$ cat src/rtl/desplazador_izquierda_serial_pkg.sv
// paquete_desplazador: FSM states and fill-mode codes for the serial left shifter.
// Revision 1.0
`default_nettype none

package paquete_desplazador;

  typedef enum logic [1:0] {
    REPOSO   = 2'd0,
    DESPLAZA = 2'd1,
    FIN      = 2'd2
  } estado_t;

  localparam logic [1:0] MODO_ARIT = 2'b00;
  localparam logic [1:0] MODO_ROTA = 2'b01;
  localparam logic [1:0] MODO_UNOS = 2'b10;
  localparam logic [1:0] MODO_LSB  = 2'b11;

endpackage

`default_nettype wire

$ cat src/rtl/desplazador_izquierda_serial_if.sv
// desplazador_izquierda_serial_if: request/result bundle of the serial left shifter.
// Revision 1.0
`default_nettype none

interface desplazador_izquierda_serial_if #(
  parameter int ANCHO = 8
);
  localparam int ANCHO_CANT = $clog2(ANCHO);

  logic                  Inicio;
  logic [ANCHO-1:0]      DatoEntrada;
  logic [ANCHO_CANT-1:0] Cantidad;
  logic                  ControlModo;
  logic [1:0]            SelectorOperacion;
  logic [ANCHO-1:0]      DatoSalida;
  logic                  BitSalida;
  logic                  Desborde;
  logic                  Ocupado;
  logic                  Listo;

  modport master (
    output Inicio, DatoEntrada, Cantidad, ControlModo, SelectorOperacion,
    input  DatoSalida, BitSalida, Desborde, Ocupado, Listo
  );

  modport slave (
    input  Inicio, DatoEntrada, Cantidad, ControlModo, SelectorOperacion,
    output DatoSalida, BitSalida, Desborde, Ocupado, Listo
  );

endinterface

`default_nettype wire

$ cat src/rtl/desplazador_izquierda_serial_extension_lsb.sv
// extension_lsb: selects the bit injected at the LSB on each left shift.
// Revision 1.0
`default_nettype none

module extension_lsb
  import paquete_desplazador::*;
(
  input  wire logic       msb,
  input  wire logic       lsb,
  input  wire logic       control_modo,
  input  wire logic [1:0] selector,
  output logic            fill
);

  always_comb begin
    fill = 1'b0;
    if (control_modo) begin
      case (selector)
        MODO_ROTA: fill = msb;
        MODO_UNOS: fill = 1'b1;
        MODO_LSB:  fill = lsb;
        default:   fill = 1'b0;
      endcase
    end
  end

endmodule

`default_nettype wire

$ cat src/rtl/desplazador_izquierda_serial.sv
// desplazador_izquierda_serial: bit-serial left shifter with fill select and overflow flag.
// Revision 1.0
`default_nettype none

module desplazador_izquierda_serial
  import paquete_desplazador::*;
#(
  parameter int ANCHO = 8
) (
  input  wire logic                      Reloj,
  input  wire logic                      Reset,
  desplazador_izquierda_serial_if.slave  bus
);

  localparam int ANCHO_CANT = $clog2(ANCHO);

  estado_t               estado;
  estado_t               estado_sig;
  logic [ANCHO-1:0]      dato;
  logic [ANCHO_CANT-1:0] cuenta;
  logic                  modo_ctrl;
  logic [1:0]            modo_sel;
  logic                  bit_salida;
  logic                  desborde;
  logic                  fill;
  logic                  es_aritmetico;

  extension_lsb u_extension_lsb (
    .msb          (dato[ANCHO-1]),
    .lsb          (dato[0]),
    .control_modo (modo_ctrl),
    .selector     (modo_sel),
    .fill         (fill)
  );

  assign es_aritmetico = modo_ctrl && (modo_sel == MODO_ARIT);

  always_ff @(posedge Reloj) begin
    if (Reset) begin
      estado     <= REPOSO;
      dato       <= '0;
      cuenta     <= '0;
      modo_ctrl  <= 1'b0;
      modo_sel   <= 2'b00;
      bit_salida <= 1'b0;
      desborde   <= 1'b0;
    end else begin
      estado <= estado_sig;
      case (estado)
        REPOSO: begin
          if (bus.Inicio) begin
            dato       <= bus.DatoEntrada;
            cuenta     <= bus.Cantidad;
            modo_ctrl  <= bus.ControlModo;
            modo_sel   <= bus.SelectorOperacion;
            bit_salida <= 1'b0;
            desborde   <= 1'b0;
          end
        end
        DESPLAZA: begin
          dato       <= {dato[ANCHO-2:0], fill};
          bit_salida <= dato[ANCHO-1];
          cuenta     <= cuenta - ANCHO_CANT'(1);
          // Sign loss is judged on the two top bits before they move.
          if (es_aritmetico) begin
            desborde <= desborde | (dato[ANCHO-1] ^ dato[ANCHO-2]);
          end
        end
        default: ;
      endcase
    end
  end

  always_comb begin
    estado_sig  = estado;
    bus.Ocupado = 1'b0;
    bus.Listo   = 1'b0;
    case (estado)
      REPOSO: begin
        if (bus.Inicio) begin
          estado_sig = (bus.Cantidad == '0) ? FIN : DESPLAZA;
        end
      end
      DESPLAZA: begin
        bus.Ocupado = 1'b1;
        if (cuenta == ANCHO_CANT'(1)) begin
          estado_sig = FIN;
        end
      end
      FIN: begin
        bus.Listo  = 1'b1;
        estado_sig = REPOSO;
      end
      default: estado_sig = REPOSO;
    endcase
  end

  assign bus.DatoSalida = dato;
  assign bus.BitSalida  = bit_salida;
  assign bus.Desborde   = desborde;

endmodule

`default_nettype wire

$ cat src/flat_wrapper.sv
// flat-port wrapper written by rule: the top's interface ports become plain ports
module desplazador_izquierda_serial_flat import paquete_desplazador::*;
#(
  parameter int ANCHO = 8
)
  (Reloj, Reset, bus_Inicio, bus_DatoEntrada, bus_Cantidad, bus_ControlModo, bus_SelectorOperacion, bus_DatoSalida, bus_BitSalida, bus_Desborde, bus_Ocupado, bus_Listo);
  desplazador_izquierda_serial_if #(.ANCHO(ANCHO)) bus_i ();
  input  wire logic Reloj;
  input  wire logic Reset;
  input wire logic [$bits(bus_i.Inicio)-1:0] bus_Inicio;
  input wire logic [$bits(bus_i.DatoEntrada)-1:0] bus_DatoEntrada;
  input wire logic [$bits(bus_i.Cantidad)-1:0] bus_Cantidad;
  input wire logic [$bits(bus_i.ControlModo)-1:0] bus_ControlModo;
  input wire logic [$bits(bus_i.SelectorOperacion)-1:0] bus_SelectorOperacion;
  output wire logic [$bits(bus_i.DatoSalida)-1:0] bus_DatoSalida;
  output wire logic [$bits(bus_i.BitSalida)-1:0] bus_BitSalida;
  output wire logic [$bits(bus_i.Desborde)-1:0] bus_Desborde;
  output wire logic [$bits(bus_i.Ocupado)-1:0] bus_Ocupado;
  output wire logic [$bits(bus_i.Listo)-1:0] bus_Listo;
  assign bus_i.Inicio = bus_Inicio;
  assign bus_i.DatoEntrada = bus_DatoEntrada;
  assign bus_i.Cantidad = bus_Cantidad;
  assign bus_i.ControlModo = bus_ControlModo;
  assign bus_i.SelectorOperacion = bus_SelectorOperacion;
  assign bus_DatoSalida = bus_i.DatoSalida;
  assign bus_BitSalida = bus_i.BitSalida;
  assign bus_Desborde = bus_i.Desborde;
  assign bus_Ocupado = bus_i.Ocupado;
  assign bus_Listo = bus_i.Listo;
  desplazador_izquierda_serial #(.ANCHO(ANCHO)) u_core (.Reloj(Reloj), .Reset(Reset), .bus(bus_i));
endmodule
$ cat config.mk
export PLATFORM = sky130hd
export DESIGN_NAME = desplazador_izquierda_serial_flat
export DESIGN_NICKNAME = d
export VERILOG_FILES = /design/src/rtl/desplazador_izquierda_serial_pkg.sv /design/src/rtl/desplazador_izquierda_serial_if.sv /design/src/rtl/desplazador_izquierda_serial_extension_lsb.sv /design/src/rtl/desplazador_izquierda_serial.sv /design/src/flat_wrapper.sv
export SDC_FILE = /design/constraint.sdc
export NUM_CORES = 1
export LEC_CHECK = 0
export CAP_MARGIN = 20
export CORE_MARGIN = 2
export CORE_UTILIZATION = 38
export DETAILED_ROUTE_END_ITERATION = 8
export PLACE_DENSITY = 0.72
export REMOVE_ABC_BUFFERS = 1
export SLEW_MARGIN = 20
export SYNTH_ARGS = -nofsm -noshare
export SYNTH_HDL_FRONTEND = slang
export SYNTH_SLANG_ARGS = --single-unit
export TNS_END_PERCENT = 30
$ cat constraint.sdc
create_clock -name Reloj -period 1.2 [get_ports Reloj]
set_input_delay 0.18 -clock Reloj [delete_from_list [all_inputs] [get_ports Reloj]]
set_output_delay 0.18 -clock Reloj [all_outputs]
set_load 0.01 [all_outputs]
==> metrics.md, run 1 <==
| Metric | Value |
|---|---|
| Outcome | `complete, but fails checks` |
| Violated checks | `negative setup slack` |
| Io pins | `29` |
| Top_reg_cell synth | `dfxtp_1` |
| Core Util, Final | `0.5739` |
| Initial antenna violation count | `0` |
| Wire per inst | `12.59 um` |
| First-pass DRT Iterations | `4` |
| Critical Path RT | `1.41 ns` |
| Final setup fails | `6` |
| Mapped Cells | `113` |
| Cell Rows | `19` |
| Die span in x | `57.09 um` |
| Clock skew | `0.004261 ns` |
| Tmin final | `1.232 ns` |
| Max-slew violations | `0` |
| Vias in the first global route | `909` |
| Area contributors post-synth | `dfxtp_1 34%, a311oi_2 9.8%, ha_1 7.0%` |
| Maximum clock insertion buffer count | `2` |
| Violation count after the first detailed-route iteration | `8` |
| Worst reg2reg setup slack | `-0.03 ns` |
| Lkg Pwr | `0.6654 nW` |
| Unrepaired setup endpoints after global routing | `true` |
| TritonCTS clock tree | `built` |
| Hold worst-path end | `u_core.bus.DatoSalida[2]$_SDFFE_PP0P_` |
| Total Power | `0.001659 W` |
| Tcrit/Tclk final | `1.027` |
| Clock sinks | `18` |
| Hold Startpoint | `bus_DatoEntrada[2]` |
| Worst reg2reg path depth | `4` |
| Setup_tns | `-0.07692 ns` |
| Final antenna-violating net count | `0` |
| Seq/Total Area, Yosys | `0.3364` |
| Initial core utilization | `0.3952` |
| Worst-path fanout max | `8` |
| Rel. slew slack | `0.7894` |
| Post-synth EDFFs | `0` |
| CTS buffer count | `3` |
| DR vias/cell | `5.027` |
| Die area | `3259 um^2` |
| R2R Path End | `u_core.bus.DatoSalida[0]$_SDFFE_PP0P_` |
| Data arrival time of the worst path | `1.44 ns` |
| Share of cells above drive strength 1 | `0.3846` |
| Post-Syn Area | `1071 um^2` |
| Area delta synth->final | `45.21%` |
| Total GRT Usage | `0.1523` |
| Input/output buffers | `28` |
| Pwr Density | `1067 nW/um^2` |
| Mapped Avg Cell Area | `9.478 um^2` |
| Least-Margin Pin Slew | `0.3156 ns` |
| CTS hold repair buffers | `0` |
| N_diodes | `0` |
| Root buffer cell | `clkbuf_4` |
| Final nets | `180` |
| Detailed Route WL | `2.354 mm` |
| Asr flop ratio synth | `0` |
| Hold WS | `0.4678 ns` |
| First-pass GRT wire length | `3.933 mm` |
| Total gr overflow | `0` |
| Most common cell in the synthesized netlist | `dfxtp_1` |
| Ys Warns | `0` |
| Max VDD drop | `0.0005576 V` |
| Post-synth top area share | `0.3364` |
| Setup slack after layout | `-0.03217 ns` |
| Max Fclk | `811.6 MHz` |
| Startpoint Class | `register` |
| Core ar. | `2710 um^2` |
| DR DRC count | `0` |
| Gpl congestion | `0.7915` |
| Vias | `940` |
| Max_cap viols | `0` |
| Clk_lat worst skew | `0.29 ns` |
| DIE HEIGHT | `57.09 um` |
| Area leader, netlist | `dfxtp_1` |
| Final HPWL DP | `1.767 mm` |
| R2r startpoint | `u_core.estado[1]$_SDFFE_PP0P_` |
| Synth Register Bits | `18` |
| CTS H-tree depth | `1` |
| Hold Crit Depth | `3` |
| Layout filler cell count | `260` |
| Hold Vio Cnt, Final | `0` |
| Pin count of the biggest net entering global routing | `13` |
| Post-synthesis cell type count | `34` |
| Hold crit path type | `in -> reg` |
| Setup CP Type | `reg -> reg` |
| Setup crit end kind | `register` |
| List of most frequent post-synthesis cells | `18 x dfxtp_1, 11 x nor2_1, 9 x a21oi_1, 9 x nand2_1` |
| Worst-path clk slew | `0.11 ns` |
==> cells by family (layout without fill, tap and decap cells) <==
group,count (synthesis),count (layout),share of synthesized area
XOR/XNOR,1,1,0.008179
buffers and inverters,17,60,0.1215
flip-flops,18,18,0.3365
AND/OR/NAND/NOR,45,45,0.2395
AO/OA/AOI/OAI,23,23,0.1963
multiplexers,3,3,0.02804
adder cells (fa/ha/maj),6,6,0.07009
==> per-stage QoR <==
| step | std cells | cell area, um^2 | worst slack [ns] |
|---|---|---|---|
| global placement | 180 | 1429 | -0.2381 |
| detailed placement | 180 | 1429 | -0.2795 |
| finish | 187 | 1555 | -0.03217 |
| CTS | 185 | 1470 | -0.02918 |
| global route | 187 | 1555 | -0.09635 |
| floorplan | 103 | 974.7 | -0.2592 |
==> what timing repair did <==
action | 4_1_cts | 5_1_grt
resized for setup | 27 | 15
buffers inserted | 1 | 2
setup endpoints to repair | 26 | 19
pin swaps | 2 | 9
==> cell usage in the layout, fill, tap and decap left out, drive strengths merged, types with 4 or more instances in the layout <==
master / netlist / routed
nor2: 11 / 11
clkbuf: 0 / 4
buf: 10 / 23
ha: 6 / 6
nand2: 16 / 16
a311oi: 9 / 9
inv: 7 / 7
nand2b: 4 / 4
clkdlybuf4s50: 0 / 16
a21oi: 9 / 9
dfxtp: 18 / 18
dlygate4sd2: 0 / 10
==> layout make-up <==
| class | count | area [um^2] | share of cell area |
|---|---|---|---|
| clock buffer | 4 | 36.28 | 0.02333 |
| tap | 31 | 38.79 | 0.02494 |
| multi-input combinational | 78 | 609.3 | 0.3918 |
| inverter | 7 | 33.78 | 0.02172 |
| timing repair buffer | 49 | 464.2 | 0.2985 |
| sequential | 18 | 372.9 | 0.2397 |
==> power by group <==
| group | internal (W) | leakage (nW) | switching, W | total, W |
|---|---|---|---|---|
| Combinational | 0.000316 | 0.493 | 0.000258 | 0.000575 |
| Sequential | 0.000659 | 0.151 | 0.0000498 | 0.000709 |
| Clock | 0.000185 | 0.0210 | 0.000191 | 0.000376 |
| Total | 0.00116 | 0.665 | 0.000500 | 0.00166 |
==> how the worst max path moves through the flow <==
stage,startpoint,slack (ns),endpoint
final,u_core.estado[1]$_SDFFE_PP0P_,-0.03,u_core.bus.DatoSalida[0]$_SDFFE_PP0P_
after global routing,u_core.estado[0]$_SDFFE_PP0P_,-0.1,u_core.cuenta[1]$_SDFFE_PP0P_
after CTS,u_core.estado[1]$_SDFFE_PP0P_,-0.03,u_core.modo_ctrl$_SDFFE_PP0P_
after detailed placement,bus_Inicio,-0.28,u_core.bus.DatoSalida[1]$_SDFFE_PP0P_
after global placement,bus_Inicio,-0.24,u_core.bus.DatoSalida[3]$_SDFFE_PP0P_
after floorplan,u_core.estado[0]$_SDFFE_PP0P_,-0.26,u_core.cuenta[0]$_SDFFE_PP0P_
==> worst max-delay path: stages (launching register included) <==
cell      delay [ns]
dfxtp_4         0.38
o21ba_2         0.31
buf_6           0.15
a21oi_1         0.07
a311oi_1        0.24
==> routing by layer <==
layer / vias to the layer above / track usage / part of all wire
met4: 0 / 0.06977 / 0.017
li1: 477 / - / -
met1: 439 / 0.1877 / 0.43
met3: 4 / 0.02268 / 0.051
met2: 20 / 0.2611 / 0.50
met5: - / 0 / 0
==> flip-flops by register name, indices dropped and copies added, names as in the netlist <==
| name | flops |
|---|---|
| u_core.cuenta | 3 |
| u_core.bus.Desborde | 1 |
| u_core.bus.DatoSalida | 8 |
| u_core.estado | 2 |
| u_core.bus.BitSalida | 1 |
| u_core.modo_sel | 2 |
| u_core.modo_ctrl | 1 |
Power figures use the tool's default switching activity.
==> run 2: changes to the inputs <==
--- a/config.mk
+++ b/config.mk
@@ -6,7 +6,6 @@
 export NUM_CORES = 1
 export LEC_CHECK = 0
 export CAP_MARGIN = 20
-export CORE_MARGIN = 2
 export CORE_UTILIZATION = 38
 export DETAILED_ROUTE_END_ITERATION = 8
 export PLACE_DENSITY = 0.72
==> run 2 against run 1 <==
The run still ends with negative setup slack left; combinational power increased by 2%; routed wire length grew 4.0%; die area decreased by 6.9%; sequential share of layout area decreased by 0.43 points; largest cell class unchanged; final area rose by 1.1%; utilization increased by 3.9 points; cell count is 1.1% higher; critical path depth increased by 2; maximum frequency is 5.4% lower.
==> metrics.md, run 2 (synthesis gave the netlist of run 1 again) <==
| Metric | Value |
|---|---|
| Total gr overflow | `0 (unchanged)` |
| Io pins | `29 (unchanged)` |
| Vias | `963 (+2.4%)` |
| Setup slack after layout | `-0.1025 ns (-0.07034 ns)` |
| Setup_tns | `-0.4103 ns (-0.3334 ns)` |
| Fin cells | `189 (+1.1%)` |
| Clk pwr share | `0.232 (+0.005)` |
| GRT met2 Usage | `0.3173 (+0.05619)` |
| Pwr Density | `1073 nW/um^2 (+0.58%)` |
| Lkg Pwr | `0.6796 nW (+2.1%)` |
| Wire per inst | `12.95 um (+2.9%)` |
| Clock skew | `0.0008814 ns (-0.003379 ns)` |
| Sequential fraction of design power | `0.419 (-0.008)` |
| NetSw | `0.0005234 W (+4.7%)` |
| Met3 usage | `0.03005 (+0.007379)` |
| Outcome | `complete, but fails checks` |
| Worst-path clk slew | `0.11 ns (about the same)` |
| Initial antenna violation count | `0 (unchanged)` |
| Data arrival time of the worst path | `1.51 ns (+0.07 ns)` |
| N_diodes | `0 (unchanged)` |
| Max-slew violations | `0 (unchanged)` |
| Rel. slew slack | `0.8285 (+0.03908)` |
| Final nets | `183 (+1.7%)` |
| Total GRT Usage | `0.1921 (+0.03981)` |
| Die span in x | `55.09 um (-3.5%)` |
| DR vias/cell | `5.095 (+1.4%)` |
| Max Fclk | `767.7 MHz (-5.4%)` |
| Pin count of the biggest net entering global routing | `11 (-2)` |
| Worst-path fanout max | `6 (-2)` |
| Hold crit path type | `in -> reg` |
| Violated checks | `negative setup slack` |
| Grt met1 use | `0.2529 (+0.06518)` |
| Worst reg2reg path depth | `6 (+2)` |
| Core ar. | `2567 um^2 (-5.3%)` |
| Setup CP Type | `reg -> reg` |
| Combinational Power Share | `0.349 (+0.003)` |
| Clock sinks | `18 (unchanged)` |
| Largest register FFs | `8 (unchanged)` |
| Gpl congestion | `0.8431 (+6.5%)` |
| Least-Margin Pin Slew | `0.2553 ns (-0.06025 ns)` |
| Layout filler cell count | `221 (-15%)` |
| CTS buffer count | `3 (unchanged)` |
| Grt peak-use layer | `met2` |
| Place WS | `-0.2562 ns (+0.02330 ns)` |
| Critical Path RT | `1.41 ns (about the same)` |
| Final HPWL DP | `1.766 mm (about the same)` |
| Detailed Route WL | `2.447 mm (+4.0%)` |
| Input/output buffers | `28 (unchanged)` |
| First-pass DRT Iterations | `4 (unchanged)` |
| DR DRC count | `0 (unchanged)` |
| Setup crit end kind | `register` |
| Max VDD drop | `0.0006664 V (+19%)` |
| Unrepaired setup endpoints after global routing | `true` |
| Commonest cells after routing, fill and taps aside | `17 x buf_4, 16 x clkdlybuf4s50_1, 12 x dfxtp_1` |
| CP peak stage delay | `0.35 ns (-0.03 ns)` |
| Hold Crit Depth | `3 (unchanged)` |
| Vias in the first global route | `927 (+2.0%)` |
| Share of cells above drive strength 1 | `0.4025 (+0.01790)` |
| Hold Vio Cnt, Final | `0 (unchanged)` |
| Tcrit/Tclk final | `1.085 (+0.05862)` |
| Final antenna-violating net count | `0 (unchanged)` |
| Final setup fails | `7 (+1)` |
| Max_cap viols | `0 (unchanged)` |
| CTS hold repair buffers | `0 (unchanged)` |
| TritonCTS clock tree | `built` |
| Hold WS | `0.4748 ns (+0.006968 ns)` |
| DP Cell Count | `182 (+1.1%)` |
| Clk_lat worst skew | `0.30 ns (about the same)` |
| P_int | `0.001164 W (+0.40%)` |
| Slowest cell on crit path | `dfxtp_2` |
| Critical path, cell by cell | `buf_12 > buf_8 > nor3b_4 > buf_6 > mux2i_1 > nor2_1` |
| Violation count after the first detailed-route iteration | `10 (+2)` |
| Maximum clock insertion buffer count | `2 (unchanged)` |
| First-pass GRT wire length | `4.105 mm (+4.4%)` |
| Root buffer cell | `clkbuf_4` |
| Tmin final | `1.303 ns (+0.07034 ns)` |
| Startpoint Class | `register` |
| Net Sw Frac | `0.3101 (+0.008987)` |
| Die area | `3035 um^2 (-6.9%)` |
| Cell Rows | `18 (-1)` |
| DIE HEIGHT | `55.09 um (-3.5%)` |
| Initial core utilization | `0.4172 (+0.02196)` |
| Most common cell after layout, fill and taps aside | `buf_4` |
| CTS H-tree depth | `1 (unchanged)` |
| Area delta synth->final | `46.85%` |
| Total Power | `0.001688 W (+1.7%)` |
-- run 2: changes by cell type in the layout (fill, tap and decap cells not counted), sizes merged --
cell,previous run,this run
buf,23,25
clkbuf,4,5
-- run 2: final timing paths --
path                                          start                               endpoint  slack [ns]
hold reg to reg   u_core.bus.BitSalida$_SDFFE_PP0P_      u_core.bus.BitSalida$_SDFFE_PP0P_        0.49
hold / removal                   bus_DatoEntrada[2]  u_core.bus.DatoSalida[2]$_SDFFE_PP0P_        0.47
setup reg to reg      u_core.estado[0]$_SDFFE_PP0P_          u_core.modo_ctrl$_SDFFE_PP0P_       -0.10
setup / recovery      u_core.estado[0]$_SDFFE_PP0P_          u_core.modo_ctrl$_SDFFE_PP0P_       -0.10
-- run 2: cell type report --
| class | count | area [um^2] | share of cell area |
|---|---|---|---|
| multi-input combinational | 78 | 618.1 | 0.3930 |
| clock buffer | 4 | 36.28 | 0.02307 |
| inverter | 7 | 33.78 | 0.02148 |
| timing repair buffer | 52 | 476.7 | 0.3031 |
| tap | 30 | 37.54 | 0.02387 |
| sequential | 18 | 370.4 | 0.2355 |
-- run 2: per-stage QoR --
step | util | area, um^2
4_1_cts | 0.5950 | 1528
2_1_floorplan | - | 974.7
3_3_place_gp | 0.5697 | 1463
5_1_grt | 0.6126 | 1573
3_5_place_dp | 0.5697 | 1463
6_report | 0.6126 | 1573
-- run 2: worst max-delay path: cells and delay by family (launching register included) --
kind / cells / cell delay [ns]
muxes: 1 / 0.19
DFF: 1 / 0.35
buffers and inverters: 3 / 0.39
and+or+nand+nor: 2 / 0.28
-- run 2: timing repair --
item	4_1_cts	5_1_grt
pin swaps	5	1
gates resized for setup	25	15
endpoints found under the setup margin	28	20
buffers inserted	2	1
-- run 2: power groups by stage --
stage | Sequential, W | Clock (W) | Combinational [W]
5_1_grt | 0.000717 | 0.000420 | 0.000642
3_5_place_dp | 0.000719 | 0 | 0.000553
4_1_cts | 0.000705 | 0.000389 | 0.000557
3_3_place_gp | 0.000716 | 0 | 0.000538
2_1_floorplan | 0.000743 | 0 | 0.000229
6_report | 0.000707 | 0.000391 | 0.000589
-- run 2: layer usage --
layer / up-vias / share of wire
met5: - / 0
li1: 483 / -
met3: 4 / 0.050
met4: 0 / 0.011
met2: 26 / 0.49
met1: 450 / 0.45
==> run 3: changes to the inputs <==
--- a/config.mk
+++ b/config.mk
@@ -8,7 +8,7 @@
 export CAP_MARGIN = 20
 export CORE_UTILIZATION = 38
 export DETAILED_ROUTE_END_ITERATION = 8
-export PLACE_DENSITY = 0.72
+export PLACE_DENSITY = 0.69
 export REMOVE_ABC_BUFFERS = 1
 export SLEW_MARGIN = 20
 export SYNTH_ARGS = -nofsm -noshare
==> constraint.sdc (replaced) <==
create_clock -name Reloj -period 1.5 [get_ports Reloj]
set_input_delay 0.225 -clock Reloj [delete_from_list [all_inputs] [get_ports Reloj]]
set_output_delay 0.225 -clock Reloj [all_outputs]
set_load 0.01 [all_outputs]
==> run 3 against run 2 <==
The flow now finishes without violations; final area down 8.9%; sequential power down 19%; via count is 8.8% lower; largest cell class unchanged; largest power group unchanged.
==> metrics.md, run 3 (synthesis gave the netlist of run 1 again) <==
| Metric | Value |
|---|---|
| Hold Startpoint | `u_core.estado[1]$_SDFFE_PP0P_` |
| Hold WS | `0.4744 ns (-0.0004160 ns)` |
| Die area | `3035 um^2 (unchanged)` |
| Most common cell after layout, fill and taps aside | `clkdlybuf4s50_1` |
| Least-Margin Pin Slew | `0.3202 ns (+0.06491 ns)` |
| Core Util, Final | `0.5580 (-0.05458)` |
| Largest register FFs | `8 (unchanged)` |
| Delay-heaviest family, CP | `buffers and inverters` |
| Final antenna-violating net count | `0 (unchanged)` |
| CP peak stage delay | `0.54 ns (+0.19 ns)` |
| Slowest cell on crit path | `clkdlybuf4s50_1` |
| Cell area after layout | `1433 um^2 (-8.9%)` |
| Critical Path RT | `1.27 ns (-0.14 ns)` |
| Rel. slew slack | `0.7863 (-0.04219)` |
| Clock sinks | `18 (unchanged)` |
| Tmin final | `1.457 ns` |
| Wire per inst | `12.73 um (-1.7%)` |
| Total GRT Usage | `0.1659 (-0.02616)` |
| First-pass GRT wire length | `3.422 mm (-17%)` |
| CTS buffer count | `3 (unchanged)` |
| Max-slew violations | `0 (unchanged)` |
| Initial antenna violation count | `0 (unchanged)` |
| Clk_lat worst skew | `0.31 ns (about the same)` |
| Area delta synth->final | `33.76%` |
| Outcome | `finished clean` |
| Unrepaired setup endpoints after global routing | `false` |
| N_diodes | `0 (unchanged)` |
| Die span in x | `55.09 um (unchanged)` |
| Clock skew | `0.008227 ns (+0.007345 ns)` |
| Violation count after the first detailed-route iteration | `9 (-1)` |
| Initial core utilization | `0.4172 (unchanged)` |
| Final HPWL DP | `1.663 mm (-5.8%)` |
| Data arrival time of the worst path | `1.23 ns (-0.28 ns)` |
| Pin count of the biggest net entering global routing | `19 (+8)` |
| Lkg Pwr | `0.6639 nW (-2.3%)` |
| Share of cells above drive strength 1 | `0.2639 (-0.1386)` |
| DR vias/cell | `5.046 (-0.97%)` |
| Maximum clock insertion buffer count | `2 (unchanged)` |
| Input/output buffers | `28 (unchanged)` |
| Setup CP Type | `reg -> out` |
| Vias in the first global route | `789 (-15%)` |
| Worst-path clk slew | `0.11 ns (about the same)` |
| CTS H-tree depth | `1 (unchanged)` |
| Setup crit end kind | `output port` |
| Core ar. | `2567 um^2 (unchanged)` |
| Setup_tns | `0 ns (+0.4103 ns)` |
| Final setup fails | `0 (-7)` |
| Hold Vio Cnt, Final | `0 (unchanged)` |
| First-pass DRT Iterations | `4 (unchanged)` |
| Io pins | `29 (unchanged)` |
| Hold worst-path end | `u_core.estado[1]$_SDFFE_PP0P_` |
| Setup bufs post-CTS | `0 (-2)` |
| R2r startpoint | `u_core.estado[1]$_SDFFE_PP0P_` |
| Max Fclk | `686.6 MHz` |
| Pwr Density | `887.1 nW/um^2 (-17%)` |
| Worst reg2reg path depth | `5 (-1)` |
| WP buf/inv | `1 (-2)` |
| Max_cap viols | `0 (unchanged)` |
| Startpoint Class | `register` |
| DR DRC count | `0 (unchanged)` |
| Cell Rows | `18 (unchanged)` |
| Commonest cells after routing, fill and taps aside | `19 x clkdlybuf4s50_1, 13 x dfxtp_1, 11 x nor2_1` |
| TritonCTS clock tree | `built` |
| DIE HEIGHT | `55.09 um (unchanged)` |
| Tcrit/Tclk final | `0.9710` |
| Root buffer cell | `clkbuf_4` |
| Worst-path fanout max | `5 (-1)` |
| Final nets | `168 (-8.2%)` |
| Total gr overflow | `0 (unchanged)` |
| Hold Crit Depth | `1 (-2)` |
| Vias | `878 (-8.8%)` |
| R2R Path End | `u_core.bus.DatoSalida[2]$_SDFFE_PP0P_` |
| Critical path, cell by cell | `clkdlybuf4s50_1` |
| Max VDD drop | `0.0005818 V (-13%)` |
| Placed Area | `1373 um^2 (-6.2%)` |
| Hold crit path type | `reg -> reg` |
| Detailed Route WL | `2.215 mm (-9.5%)` |
| Gpl congestion | `0.8774 (+4.1%)` |
| Worst reg2reg setup slack | `0.11 ns (+0.21 ns)` |
## run 3: worst max path at each step
stage,start,end,slack (ns),cells after the start
global placement,bus_Inicio,u_core.bus.DatoSalida[3]$_SDFFE_PP0P_,-0.01,5
CTS,u_core.bus.DatoSalida[1]$_SDFFE_PP0P_,bus_DatoSalida[1],0.008,1
floorplan,u_core.estado[0]$_SDFFE_PP0P_,u_core.cuenta[0]$_SDFFE_PP0P_,0.04,3
detailed placement,bus_Inicio,u_core.bus.DatoSalida[2]$_SDFFE_PP0P_,-0.06,5
finish,u_core.bus.DatoSalida[7]$_SDFFE_PP0P_,bus_DatoSalida[7],0.04,1
global route,u_core.bus.DatoSalida[7]$_SDFFE_PP0P_,bus_DatoSalida[7],0.0003,1
## run 3: final cells by class
cell class / count / area [um^2]
multi-input combinational: 78 / 580.6
inverter: 7 / 33.78
fill: 246 / 1135
sequential: 18 / 369.1
timing repair buffer: 37 / 375.4
tap: 30 / 37.54
clock buffer: 4 / 36.28
## run 3: where the power goes
part           internal, W  total [W]  switching (W)
Clock             0.000148   0.000314       0.000166
Combinational     0.000206   0.000381       0.000175
Sequential        0.000528   0.000576      0.0000482
Total             0.000882    0.00127       0.000389
## run 3: timing repair
action                                  4_1_cts  5_1_grt
resized for setup                             8        7
endpoints found under the setup margin        5        7
hold buffers                                  0        0
## run 3: routing by layer
layer | track usage | wire [um] | vias up
met5 | 0 | 0 | -
met4 | 0.06250 | 31 | 0
met3 | 0.04918 | 89 | 4
met2 | 0.2751 | 1055 | 20
met1 | 0.2003 | 1038 | 402
li1 | - | - | 452
## run 3: through the flow
stage,total power [W],setup WS (ns),cells
after floorplan,0.0007783,0.04079,103
after global placement,0.0009679,-0.01376,170
after detailed placement,0.0009766,-0.05885,170
after CTS,0.001291,0.008210,174
after global routing,0.001344,0.0003370,174
final,0.001271,0.04346,174
## run 3: worst register-to-register path: stages, from the launching register on
cell and delay [ns]:
dfxtp_2 0.36, buf_4 0.16, o21ba_2 0.30, buf_4 0.18, nor2_1 0.06, a311oi_2 0.24
